==> src/rtl/pc_seq_pkg.sv <==
// Shared types and constants for the program-counter sequencer.
package pc_seq_pkg;

  localparam int unsigned ADDR_W_DEF  = 4;
  localparam int unsigned STACK_D_DEF = 4;

  // Sequencer control state.
  typedef enum logic [1:0] {
    ST_START = 2'd0,
    ST_RUN   = 2'd1,
    ST_HALT  = 2'd2
  } state_e;

  // Winning request in RUN, highest priority first.
  typedef enum logic [2:0] {
    REQ_HALT   = 3'd0,
    REQ_STALL  = 3'd1,
    REQ_RET    = 3'd2,
    REQ_CALL   = 3'd3,
    REQ_JUMP   = 3'd4,
    REQ_BRANCH = 3'd5,
    REQ_INC    = 3'd6
  } req_e;

  // Resolve simultaneous requests to the single one that acts this edge.
  function automatic req_e pick_req(input logic halt, input logic stall,
                                    input logic ret, input logic call,
                                    input logic jump, input logic br_taken);
    req_e r;
    if (halt) begin
      r = REQ_HALT;
    end else if (stall) begin
      r = REQ_STALL;
    end else if (ret) begin
      r = REQ_RET;
    end else if (call) begin
      r = REQ_CALL;
    end else if (jump) begin
      r = REQ_JUMP;
    end else if (br_taken) begin
      r = REQ_BRANCH;
    end else begin
      r = REQ_INC;
    end
    return r;
  endfunction

endpackage

==> src/rtl/pc_return_stack.sv <==
// Return-address LIFO. The parent never pushes and pops together and never
// pushes when full or pops when empty; the guards below only keep the
// pointer in range should that ever be violated.
module pc_return_stack
  import pc_seq_pkg::*;
#(
  parameter int unsigned ADDR_W  = ADDR_W_DEF,
  parameter int unsigned STACK_D = STACK_D_DEF
) (
  input  logic              clk,
  input  logic              rst,
  input  logic              push_i,
  input  logic              pop_i,
  input  logic [ADDR_W-1:0] din_i,
  output logic [ADDR_W-1:0] dout_o,
  output logic              full_o,
  output logic              empty_o
);

  localparam int unsigned IDX_W = $clog2(STACK_D);
  localparam int unsigned PTR_W = IDX_W + 1;

  logic [ADDR_W-1:0] mem_q [STACK_D];
  logic [PTR_W-1:0]  sp_q;
  logic [PTR_W-1:0]  sp_d;
  logic [IDX_W-1:0]  wr_idx_s;
  logic [IDX_W-1:0]  top_idx_s;

  assign wr_idx_s  = sp_q[IDX_W-1:0];
  assign top_idx_s = wr_idx_s - IDX_W'(1);
  assign full_o    = (sp_q == PTR_W'(STACK_D));
  assign empty_o   = (sp_q == PTR_W'(0));
  assign dout_o    = mem_q[top_idx_s];

  // Next stack pointer from the push/pop request.
  always_comb begin
    sp_d = sp_q;
    if (push_i && !full_o) begin
      sp_d = sp_q + PTR_W'(1);
    end else if (pop_i && !empty_o) begin
      sp_d = sp_q - PTR_W'(1);
    end else begin
      sp_d = sp_q;
    end
  end

  // Pointer and entry storage; reset discards all contents.
  always_ff @(posedge clk) begin
    if (!rst) begin
      sp_q <= PTR_W'(0);
      for (int i = 0; i < int'(STACK_D); i++) begin
        mem_q[i] <= ADDR_W'(0);
      end
    end else begin
      sp_q <= sp_d;
      if (push_i && !full_o) begin
        mem_q[wr_idx_s] <= din_i;
      end
    end
  end

endmodule

==> src/rtl/pc_sequencer.sv <==
// Program counter / fetch sequencer driving the instruction-memory address.
module pc_sequencer
  import pc_seq_pkg::*;
#(
  parameter int unsigned ADDR_W     = ADDR_W_DEF,
  parameter int unsigned RESET_ADDR = 0,
  parameter int unsigned STACK_D    = STACK_D_DEF,
  parameter bit          WRAP       = 1'b1
) (
  input  logic              clk,
  input  logic              rst,
  output logic [ADDR_W-1:0] ReadAdd,
  output logic              FetchValid,
  input  logic              Stall,
  input  logic              JumpEn,
  input  logic [ADDR_W-1:0] JumpTarget,
  input  logic              BranchEn,
  input  logic              BranchCond,
  input  logic [ADDR_W-1:0] BranchOff,
  input  logic              CallEn,
  input  logic              RetEn,
  input  logic              Halt,
  input  logic              Resume,
  output logic              Halted,
  output logic              StackErr
);

  state_e            state_q, state_d;
  logic [ADDR_W-1:0] pc_q, pc_d;
  logic              fv_q, fv_d;
  logic              halted_q, halted_d;
  logic              err_q, err_d;
  logic              push_s, pop_s;
  logic [ADDR_W-1:0] stk_dout_s;
  logic              stk_full_s, stk_empty_s;
  logic [ADDR_W-1:0] pc_inc_s, pc_br_s;
  logic              inc_halts_s;
  req_e              req_s;

  // Modulo arithmetic wraps naturally; the offset is two's complement.
  assign pc_inc_s    = pc_q + ADDR_W'(1);
  assign pc_br_s     = pc_q + BranchOff;
  assign inc_halts_s = !WRAP && (pc_q == {ADDR_W{1'b1}});
  assign req_s       = pick_req(Halt, Stall, RetEn, CallEn, JumpEn, BranchEn && BranchCond);

  pc_return_stack #(
    .ADDR_W  (ADDR_W),
    .STACK_D (STACK_D)
  ) u_stack (
    .clk     (clk),
    .rst     (rst),
    .push_i  (push_s),
    .pop_i   (pop_s),
    .din_i   (pc_inc_s),
    .dout_o  (stk_dout_s),
    .full_o  (stk_full_s),
    .empty_o (stk_empty_s)
  );

  // Next state, next PC, stack commands and next output values.
  always_comb begin
    state_d = state_q;
    pc_d    = pc_q;
    err_d   = err_q;
    push_s  = 1'b0;
    pop_s   = 1'b0;
    case (state_q)
      ST_START: begin
        state_d = ST_RUN;
      end
      ST_RUN: begin
        case (req_s)
          REQ_HALT:  state_d = ST_HALT;
          REQ_STALL: pc_d = pc_q;
          REQ_RET: begin
            if (stk_empty_s) begin
              err_d   = 1'b1;
              state_d = ST_HALT;
            end else begin
              pc_d  = stk_dout_s;
              pop_s = 1'b1;
            end
          end
          REQ_CALL: begin
            if (stk_full_s) begin
              err_d   = 1'b1;
              state_d = ST_HALT;
            end else begin
              pc_d   = JumpTarget;
              push_s = 1'b1;
            end
          end
          REQ_JUMP:   pc_d = JumpTarget;
          REQ_BRANCH: pc_d = pc_br_s;
          REQ_INC: begin
            if (inc_halts_s) begin
              state_d = ST_HALT;
            end else begin
              pc_d = pc_inc_s;
            end
          end
          default: state_d = ST_HALT;
        endcase
      end
      ST_HALT: begin
        // A stack error can only be cleared by reset, so Resume is ignored.
        if (Resume && !Halt && !err_q && !inc_halts_s) begin
          state_d = ST_RUN;
          pc_d    = pc_inc_s;
        end else begin
          state_d = ST_HALT;
        end
      end
      default: state_d = ST_START;
    endcase
    fv_d     = (state_d == ST_RUN);
    halted_d = (state_d == ST_HALT);
  end

  // State and output registers with synchronous active-low reset.
  always_ff @(posedge clk) begin
    if (!rst) begin
      state_q  <= ST_START;
      pc_q     <= ADDR_W'(RESET_ADDR);
      fv_q     <= 1'b0;
      halted_q <= 1'b0;
      err_q    <= 1'b0;
    end else begin
      state_q  <= state_d;
      pc_q     <= pc_d;
      fv_q     <= fv_d;
      halted_q <= halted_d;
      err_q    <= err_d;
    end
  end

  assign ReadAdd    = pc_q;
  assign FetchValid = fv_q;
  assign Halted     = halted_q;
  assign StackErr   = err_q;

endmodule

==> config.mk <==
export PLATFORM = sky130hd
export DESIGN_NAME = pc_sequencer
export DESIGN_NICKNAME = d
export VERILOG_FILES = /design/src/rtl/pc_seq_pkg.sv /design/src/rtl/pc_return_stack.sv /design/src/rtl/pc_sequencer.sv
export SDC_FILE = /design/constraint.sdc
export NUM_CORES = 1
export LEC_CHECK = 0
export ABC_CLOCK_PERIOD_IN_PS = 5300
export CAP_MARGIN = 20
export CORE_MARGIN = 5
export CORE_UTILIZATION = 58
export DETAILED_ROUTE_END_ITERATION = 7
export PLACE_DENSITY = 0.84
export SLEW_MARGIN = 20
export SYNTH_ARGS = -nofsm -noshare
export SYNTH_HDL_FRONTEND = slang
export SYNTH_SLANG_ARGS = --single-unit
==> constraint.sdc <==
create_clock -name clk -period 5.3 [get_ports clk]
set_clock_uncertainty 0.15 [all_clocks]
set_input_delay 1.325 -clock clk [delete_from_list [all_inputs] [get_ports clk]]
set_output_delay 1.325 -clock clk [all_outputs]
set_load 0.1 [all_outputs]
# Yosys cells after proc, flatten, opt, wreduce, memory -nomap -nowiden
# Memory sizes are Yosys's and may differ from the RTL's.
# Cells that the tools add are included.
[word_totals]
regBits = 12
ram_bits = 16
in_bits = 18
output_inout_bits = 7
memories = 1
[memory_table]
columns = ["name", "depth", "width", "read_ports", "rd_clocked_by_memory_dff", "write_ports", "line_no", "text"]
rows = [
  ["u_stack.mem_q", 4, 4, 1, 0, 4, "pc_return_stack.sv:23", "logic [ADDR_W-1:0] mem_q [STACK_D];"],
]
[classes]
n_addsub = 5
eq_ne = 17
muxes = 34
reduce_logical = 18
[ops]
columns = ["op", "count"]
rows = [
  ["4-bit one-hot mux with 5 select lines", 1],
  ["3-bit 2-to-1 mux", 6],
  ["4-bit 2-to-1 mux", 4],
  ["1-bit 2-to-1 mux", 13],
  ["3-bit == test, second input constant", 4],
  ["2-bit 2-to-1 mux", 6],
  ["2-bit one-hot mux with 3 select lines", 2],
  ["4-bit one-hot mux with 2 select lines", 1],
  ["4-bit OR reduction", 2],
  ["3-bit by 2-bit == test with 1-bit output, second input constant", 2],
  ["3-bit inequality test, second input constant", 2],
  ["6-bit by 2-bit inequality test with 1-bit output, second input constant", 1],
  ["2-bit nonzero test", 3],
  ["1-bit logical AND", 5],
  ["5-bit AND reduction", 1],
  ["4-bit by 1-bit adder with 4-bit output, second input constant", 1],
  ["4-bit adder", 1],
  ["2-bit by 1-bit == test with 1-bit output, second input constant", 2],
  ["2-bit == test, second input constant", 2],
  ["1-bit zero test", 4],
  ["2-bit by 1-bit inequality test with 1-bit output, second input constant", 2],
  ["4-bit AND reduction", 1],
  ["3-bit by 1-bit adder with 3-bit output, second input constant", 1],
  ["3-bit by 1-bit == test with 1-bit output, second input constant", 1],
  ["6 further kinds", 6],
]

# Longest topological paths before layout
# Gate-level depths: netlist of run 1.
[depth]
ltp_word = 16
mapped_depth = 11
depth_no_buf = 10

# Hierarchy
# From an unflattened synthesis of run 1, not the netlist that was laid out.
[hier_totals]
cells_unflattened = 191
hier_area_um2 = 1944.4
[modules_own_cells]
columns = ["mod", "instances", "cells_per_inst", "area_each_um2"]
rows = [
  ["pc_return_stack", 1, 76, 1038.5],
  ["pc_sequencer", 1, 115, 905.9],
]

# Least setup slack after synthesis of run 1
# Ideal clock, no wire load.
[synth_timing]
path_type = "input to register"
startpoint = "in RetEn"
endpoint = "mem u_stack.mem_q[0][0] (netlist bit), enable pin"
t_arrival_ns = 2.590
required_time_ns = 4.843
path_slack_ns = 2.253
path_stages = 7
path_buffers = 2
cell_sequence = "buf_2 inv_1 nand4_2 or2_1 buf_6 or3_4 nand2_1"
[synth_lines]
columns = ["item", "line_no", "text"]
rows = [
  ["from (decl)", "pc_sequencer.sv:21", "input logic RetEn,"],
  ["to (decl)", "pc_return_stack.sv:23", ""],
]

# Worst setup path after layout of run 1
[layout_timing]
startpoint = "reg pc_q[0], in the netlist ReadAdd[0]"
endpoint = "out ReadAdd[0]"
[layout_lines]
columns = ["item", "line_no", "text"]
rows = [
  ["from (decl)", "pc_sequencer.sv:29", "logic [ADDR_W-1:0] pc_q, pc_d;"],
  ["from (signal assigned)", "pc_sequencer.sv:124", "pc_q <= ADDR_W'(RESET_ADDR);"],
  ["from (signal assigned)", "pc_sequencer.sv:130", "pc_q <= pc_d;"],
  ["to (decl)", "pc_sequencer.sv:12", "output logic [ADDR_W-1:0] ReadAdd,"],
]
# No word-level cell between the ends.

==> flow_results.xml, run 1 <==
<?xml version="1.0" encoding="UTF-8"?>
<metrics>
  <group name="status">
    <metric name="outcome" unit="">finished, final reports clean</metric>
  </group>
  <group name="worst_setup_path">
    <metric name="crit_arrival" unit="ns">2.19</metric>
    <metric name="critical_path.max_stage_delay" unit="ns">1.22</metric>
    <metric name="worst-path-max-fanout" unit="">11</metric>
    <metric name="timing.critical_path.max_delay_family" unit="">buffers and inverters</metric>
    <metric name="cp-start-kind" unit="">flip-flop</metric>
    <metric name="cp_cell_instances" unit="">clkdlybuf4s50_1</metric>
    <metric name="setup.worst_path.class" unit="">reg -&gt; out</metric>
    <metric name="regToRegSetupSlack" unit="ns">2.51</metric>
    <metric name="timing.reg2reg.worst_path_depth" unit="">10</metric>
    <metric name="critical_path_depth" unit="">1</metric>
    <metric name="critical_path.endpoint_type" unit="">output port</metric>
    <metric name="worst-path-buf-inv" unit="">1</metric>
    <metric name="worstPathRequired" unit="ns">3.83</metric>
    <metric name="slowest_stage_cell_on_the_critical_path" unit="">clkdlybuf4s50_1</metric>
  </group>
  <group name="yosys">
    <metric name="muxShareOfSynthArea" unit="%">6.29</metric>
    <metric name="yosysSeqAreaShare" unit="%">41.2</metric>
    <metric name="post_synth_edffs" unit="">16</metric>
    <metric name="synth_top_cells_by_area" unit="">edfxtp_1 (27%), dfxtp_1 (14%), ha_1 (6.4%)</metric>
    <metric name="synth_top_family_by_area" unit="">simple AND/OR/NAND/NOR gates</metric>
    <metric name="synth-adder-area-share" unit="%">8.72</metric>
    <metric name="yosysWarningCount" unit="">0</metric>
    <metric name="postSynthRegisterBits" unit="">28</metric>
    <metric name="postSynthNetCount" unit="">207</metric>
    <metric name="synth_xor_xnor_area_share" unit="%">4.00</metric>
    <metric name="yosys_most_used_dff" unit="">edfxtp_1</metric>
    <metric name="yosysTopAreaCellShare" unit="%">27.4</metric>
    <metric name="synth_cells" unit="">178</metric>
    <metric name="yosys.cell_types.count" unit="">46</metric>
    <metric name="synth-async-reset-ratio" unit="%">0</metric>
    <metric name="synth_simple_gate_area_share" unit="%">20.2</metric>
    <metric name="mappedNetlistArea" unit="µm²">1750</metric>
    <metric name="synth.cells.most_frequent" unit="">nor2_1 (27), edfxtp_1 (16), inv_1 (13)</metric>
    <metric name="compound_cell_area_share_of_the_yosys_netlist" unit="%">15.1</metric>
    <metric name="syn_avg_cell_area" unit="µm²">9.83</metric>
    <metric name="post-synth-top-count-cell" unit="">nor2_1</metric>
    <metric name="post-synth-top-area-cell" unit="">edfxtp_1</metric>
  </group>
  <group name="global_route">
    <metric name="global_route.overflow_total" unit="">0</metric>
    <metric name="antenna_found_initial" unit="">0</metric>
    <metric name="first_global_vias" unit="">1459</metric>
    <metric name="total_track_usage" unit="%">21.7</metric>
    <metric name="pin_count_of_the_biggest_net_entering_global_routing" unit="">17</metric>
    <metric name="grt_first_pass_wirelength" unit="µm">6960</metric>
  </group>
  <group name="timing">
    <metric name="fmax" unit="MHz">273</metric>
    <metric name="maxSlewHeadroom" unit="%">34.9</metric>
    <metric name="report.final.hold_viol_count" unit="">0</metric>
    <metric name="tightestPinTransition" unit="ns">0.974</metric>
    <metric name="total_neg_setup_slack" unit="ns">0</metric>
    <metric name="finalMaxSlewViolations" unit="">0</metric>
    <metric name="grt_setup_unrepaired" unit="">no</metric>
    <metric name="period_needed" unit="ns">3.67</metric>
    <metric name="fin_crit_sh" unit="%">69.2</metric>
    <metric name="finalSetupViolCount" unit="">0</metric>
  </group>
  <group name="die">
    <metric name="core.rowCount" unit="">20</metric>
    <metric name="initial_core_util" unit="%">58.8</metric>
    <metric name="design.core.area" unit="µm²">2980</metric>
    <metric name="die_x" unit="µm">64.9</metric>
    <metric name="dieArea" unit="µm²">4220</metric>
    <metric name="boundaryPins" unit="">25</metric>
    <metric name="die_h" unit="µm">64.9</metric>
  </group>
  <group name="clock_tree">
    <metric name="cts.repair_timing.setup_buffer_count" unit="">0</metric>
    <metric name="cts_num_sinks" unit="">28</metric>
    <metric name="h_tree_levels" unit="">1</metric>
    <metric name="ctsLongestPathBuffers" unit="">2</metric>
    <metric name="insertion_delay" unit="ns">0.34</metric>
    <metric name="hold_buffers" unit="">0</metric>
    <metric name="ctsResizeCount" unit="">0</metric>
    <metric name="root_buffer" unit="">clkbuf_4</metric>
    <metric name="cts-buffers-inserted" unit="">3</metric>
    <metric name="cts_tree" unit="">built</metric>
    <metric name="clk_pin_slew_worst_paths" unit="ns">0.16</metric>
  </group>
  <group name="power">
    <metric name="comb_power_share" unit="%">34.7</metric>
    <metric name="report.power.total" unit="mW">0.627</metric>
    <metric name="clkPwrFrac" unit="%">23.2</metric>
    <metric name="p_leak" unit="nW">0.742</metric>
    <metric name="seq_power_share" unit="%">42.1</metric>
    <metric name="ir_drop_worst_case_vdd" unit="µV">197</metric>
    <metric name="internal_power" unit="mW">0.396</metric>
    <metric name="power-per-cell-area" unit="nW/µm²">305</metric>
    <metric name="power.switching_fraction" unit="%">36.9</metric>
    <metric name="switching_power" unit="mW">0.231</metric>
  </group>
  <group name="layout">
    <metric name="sequential_cell_area" unit="µm²">721</metric>
    <metric name="layout.cells.non_filler" unit="">234</metric>
    <metric name="synthToLayoutAreaGrowth" unit="%">17.4</metric>
    <metric name="multi_input_comb_area" unit="µm²">951</metric>
    <metric name="antenna_cells_inserted" unit="">0</metric>
    <metric name="fillCellCount" unit="">239</metric>
    <metric name="finish.net_count" unit="">231</metric>
    <metric name="final_layout_size_suffix_gt1_share" unit="%">6.97</metric>
  </group>
  <group name="drt">
    <metric name="totalWireLength" unit="µm">4260</metric>
    <metric name="drc_errors" unit="">0</metric>
    <metric name="detail_route.vias_per_cell" unit="">6.36</metric>
    <metric name="detailed_route_iter0_violations" unit="">89</metric>
    <metric name="dr.pass1.iters" unit="">4</metric>
    <metric name="detail_route.wl_per_cell" unit="µm">18.2</metric>
    <metric name="dr_vias" unit="">1489</metric>
    <metric name="ant_nets" unit="">0</metric>
  </group>
  <group name="place">
    <metric name="final_replace_weighted_congestion" unit="">0.841</metric>
    <metric name="post-place-cells" unit="">230</metric>
    <metric name="place.detailed.hpwl" unit="µm">3320</metric>
    <metric name="buffer_ports.inserted" unit="">24</metric>
  </group>
  <group name="run">
    <metric name="drv_cap" unit="">0</metric>
  </group>
  <group name="min_path">
    <metric name="hold_path_class" unit="">reg -&gt; reg</metric>
    <metric name="min_path_cells" unit="">2</metric>
  </group>
</metrics>
-- through the flow --
| stage | area, µm² | setup slack (ns) | hold WS, ns | util, % |
|---|---|---|---|---|
| floorplan | 1750 | 2.25 | 0.384 | - |
| global placement | 2000 | 1.72 | 0.371 | 67.2 |
| detailed placement | 2000 | 1.60 | 0.366 | 67.2 |
| CTS | 2050 | 1.64 | 0.406 | 69.0 |
| global route | 2050 | 1.58 | 0.454 | 69.0 |
| finish | 2050 | 1.63 | 0.406 | 69.0 |
-- registers in the layout, summed over array words and instances (netlist names) --
register / cells
FetchValid: 1
Halted: 1
ReadAdd: 4
StackErr: 1
state_q: 2
u_stack.mem_q: 16
u_stack.sp_q: 3
-- worst register-to-register path, delay by kind of cell, from the launching register on --
family                   cells  cell delay [ns]
buffers and inverters        1             0.15
flip-flops                   1             0.68
AO/OA/AOI/OAI                3             0.32
AND/OR/NAND/NOR              4             0.63
adder cells (fa/ha/maj)      2             0.81
-- cells in the final DEF, fill, tap and decap left out, types with 4 or more instances in the layout --
master and count:
nor2_1 27, clkdlybuf4s50_1 24, edfxtp_1 16, inv_1 13, dfxtp_1 12, nand2_1 12
ha_1 9, a21oi_1 8, o21ai_0 7, xnor2_1 6, a31oi_1 6, nor3_1 4
mux4_2 4
-- final cells by class --
type                    count  area share, %
flip-flops and latches     28           35.1
clock inverters             1           1.46
inverters                  13           2.38
multi-input cells         132           46.3
repair buffers             24           11.7
clock buffers               3           1.10
well taps                  33           2.01
-- routing by layer --
metal	GRT usage, %	up-vias	part of all wire [%]
li1	-	697	-
met1	27.6	718	42
met2	36.3	65	49
met3	3.29	9	5.9
met4	9.76	0	2.6
met5	0	-	0
-- power groups by stage --
stage	registers [mW]	clock network [mW]	logic (mW)
floorplan	0.323	0	0.0945
global placement	0.267	0	0.210
detailed placement	0.269	0	0.214
CTS	0.264	0.144	0.216
global route	0.266	0.153	0.232
finish	0.264	0.145	0.218
-- final timing paths --
path,startpoint,endpoint
hold reg to reg,StackErr$_SDFFE_PN0P_,StackErr$_SDFFE_PN0P_
hold / removal,StackErr$_SDFFE_PN0P_,StackErr$_SDFFE_PN0P_
setup / recovery,ReadAdd[0]$_SDFFE_PN0P_,ReadAdd[0]
setup reg to reg,u_stack.sp_q[0]$_SDFFE_PN0P_,u_stack.sp_q[2]$_SDFFE_PN0P_
-- cell families after synthesis --
logic type | after synthesis
compound gates | 39
xor+xnor | 8
fa+ha+maj | 11
buf+inv | 18
flops | 28
mux | 6
simple gates | 68
Power figures use the tool's default switching activity.
==> run 2, diff against run 1 <==
Settings changed: ABC_CLOCK_PERIOD_IN_PS 5300 to 3800, CORE_UTILIZATION 58 to 54, PLACE_DENSITY 0.84 to 0.79.
Clock period 5.3 ns to 3.8 ns, I/O delays scaled along.
==> flow_results.xml, run 2 (same netlist as run 1, synthesis figures left out) <==
<?xml version="1.0" encoding="UTF-8"?>
<metrics>
  <group name="status">
    <metric name="outcome" unit="">finished, final reports clean</metric>
  </group>
  <group name="timing">
    <metric name="total_neg_setup_slack" unit="ns">0</metric>
    <metric name="finalSetupViolCount" unit="">0</metric>
    <metric name="grt_setup_unrepaired" unit="">no</metric>
    <metric name="finalMaxSlewViolations" unit="">0</metric>
    <metric name="fin_crit_sh" unit="%">79.3</metric>
    <metric name="report.final.hold_viol_count" unit="">0</metric>
    <metric name="tightestPinTransition" unit="ns">0.967</metric>
    <metric name="fmax" unit="MHz">332</metric>
    <metric name="period_needed" unit="ns">3.01</metric>
    <metric name="maxSlewHeadroom" unit="%">35.3</metric>
  </group>
  <group name="die">
    <metric name="core.rowCount" unit="">20</metric>
    <metric name="boundaryPins" unit="">25</metric>
    <metric name="die_x" unit="µm">66.9</metric>
    <metric name="initial_core_util" unit="%">56.9</metric>
    <metric name="design.core.area" unit="µm²">3080</metric>
    <metric name="die_h" unit="µm">66.9</metric>
    <metric name="dieArea" unit="µm²">4480</metric>
  </group>
  <group name="run">
    <metric name="drv_cap" unit="">0</metric>
  </group>
  <group name="clock_tree">
    <metric name="h_tree_levels" unit="">1</metric>
    <metric name="hold_buffers" unit="">0</metric>
    <metric name="cts_tree" unit="">built</metric>
    <metric name="insertion_delay" unit="ns">0.33</metric>
    <metric name="cts-buffers-inserted" unit="">3</metric>
    <metric name="cts_num_sinks" unit="">28</metric>
    <metric name="clk_pin_slew_worst_paths" unit="ns">0.14</metric>
    <metric name="root_buffer" unit="">clkbuf_4</metric>
    <metric name="ctsResizeCount" unit="">0</metric>
    <metric name="cts.repair_timing.setup_buffer_count" unit="">0</metric>
    <metric name="ctsLongestPathBuffers" unit="">2</metric>
  </group>
  <group name="drt">
    <metric name="totalWireLength" unit="µm">4240</metric>
    <metric name="dr_vias" unit="">1450</metric>
    <metric name="drc_errors" unit="">0</metric>
    <metric name="detail_route.vias_per_cell" unit="">5.87</metric>
    <metric name="ant_nets" unit="">0</metric>
    <metric name="dr.pass1.iters" unit="">4</metric>
    <metric name="detail_route.wl_per_cell" unit="µm">17.2</metric>
    <metric name="detailed_route_iter0_violations" unit="">99</metric>
  </group>
  <group name="worst_setup_path">
    <metric name="critical_path.endpoint_type" unit="">flip-flop</metric>
    <metric name="worst-path-max-fanout" unit="">10</metric>
    <metric name="setup.worst_path.class" unit="">in -&gt; reg</metric>
    <metric name="crit_arrival" unit="ns">2.90</metric>
    <metric name="cp-start-kind" unit="">primary input</metric>
    <metric name="worstPathRequired" unit="ns">3.69</metric>
  </group>
  <group name="layout">
    <metric name="antenna_cells_inserted" unit="">0</metric>
    <metric name="final_cell_mix" unit="">nor2_1 (27), clkdlybuf4s50_1 (19), edfxtp_1 (16)</metric>
    <metric name="registers.top_by_ff_count" unit="">u_stack.mem_q</metric>
    <metric name="postLayoutCoreUtil" unit="%">67.3</metric>
    <metric name="synthToLayoutAreaGrowth" unit="%">18.3</metric>
    <metric name="mostFrequentLayoutCell" unit="">nor2_1</metric>
    <metric name="finish.net_count" unit="">233</metric>
    <metric name="layout.cells.non_filler" unit="">247</metric>
    <metric name="largest_reg_flops" unit="">16</metric>
    <metric name="postLayoutCellArea" unit="µm²">2070</metric>
    <metric name="final_layout_size_suffix_gt1_share" unit="%">10.3</metric>
  </group>
  <group name="power">
    <metric name="report.power.total" unit="mW">0.864</metric>
    <metric name="ir_drop_worst_case_vdd" unit="µV">215</metric>
    <metric name="p_leak" unit="nW">0.761</metric>
    <metric name="power-per-cell-area" unit="nW/µm²">417</metric>
  </group>
  <group name="place">
    <metric name="buffer_ports.inserted" unit="">24</metric>
    <metric name="place_area" unit="µm²">2020</metric>
    <metric name="final_replace_weighted_congestion" unit="">0.865</metric>
    <metric name="post-place-cells" unit="">243</metric>
    <metric name="place.detailed.hpwl" unit="µm">3320</metric>
  </group>
  <group name="global_route">
    <metric name="antenna_found_initial" unit="">0</metric>
    <metric name="total_track_usage" unit="%">20.6</metric>
    <metric name="grt_first_pass_wirelength" unit="µm">6780</metric>
    <metric name="global_route.overflow_total" unit="">0</metric>
    <metric name="first_global_vias" unit="">1397</metric>
    <metric name="pin_count_of_the_biggest_net_entering_global_routing" unit="">17</metric>
  </group>
  <group name="min_path">
    <metric name="hold_path_class" unit="">reg -&gt; reg</metric>
  </group>
</metrics>
==> run 2: worst max-delay path, stage by stage <==
cell,delay [ns]
clkdlybuf4s50_1,0.59
inv_1,0.26
nand4_2,0.20
or2_1,0.34
or3_4,0.39
nand2_1,0.18
==> run 2: per-layer routing <==
metal | vias to the layer above | GRT usage, % | part of all wire (%)
met4 | 0 | 9.37 | 2.0
met5 | - | 0 | 0
met2 | 66 | 34.0 | 47
met3 | 6 | 2.70 | 7.1
met1 | 674 | 26.6 | 44
li1 | 704 | - | -
==> run 2: area by class of cell <==
type                            count  area (µm²)
Fill cell                         264        1010
Clock buffer                        3        22.5
Multi-Input combinational cell    132         951
Clock inverter                      1        30.0
Inverter                           13        48.8
Tap cell                           44        55.1
Sequential cell                    28         721
Timing Repair Buffer               26         243
==> run 2: path summary, 6_finish.rpt <==
| check | from | endpoint | slack, ns | depth (start not counted) |
|---|---|---|---|---|
| min | StackErr$_SDFFE_PN0P_ | StackErr$_SDFFE_PN0P_ | 0.41 | 2 |
| max | RetEn | u_stack.mem_q[0][1]$_SDFFCE_PN0P_ | 0.79 | 6 |
| max reg2reg | u_stack.sp_q[0]$_SDFFE_PN0P_ | u_stack.mem_q[0][1]$_SDFFCE_PN0P_ | 1.07 | 7 |
| min reg2reg | StackErr$_SDFFE_PN0P_ | StackErr$_SDFFE_PN0P_ | 0.41 | 2 |
==> run 2: metrics by stage <==
step | hold slack [ns] | worst slack, ns
2_1_floorplan | 0.384 | 1.00
3_3_place_gp | 0.382 | 0.627
3_5_place_dp | 0.381 | 0.463
4_1_cts | 0.418 | 0.806
5_1_grt | 0.468 | 0.638
6_report | 0.410 | 0.788
==> run 2: where the power goes <==
| group | leakage (nW) | switching [mW] | total, mW | internal, mW |
|---|---|---|---|---|
| combinational | 0.469 | 0.199 | 0.300 | 0.101 |
| clock | 0.0279 | 0.0904 | 0.197 | 0.107 |
| sequential | 0.263 | 0.0257 | 0.367 | 0.341 |
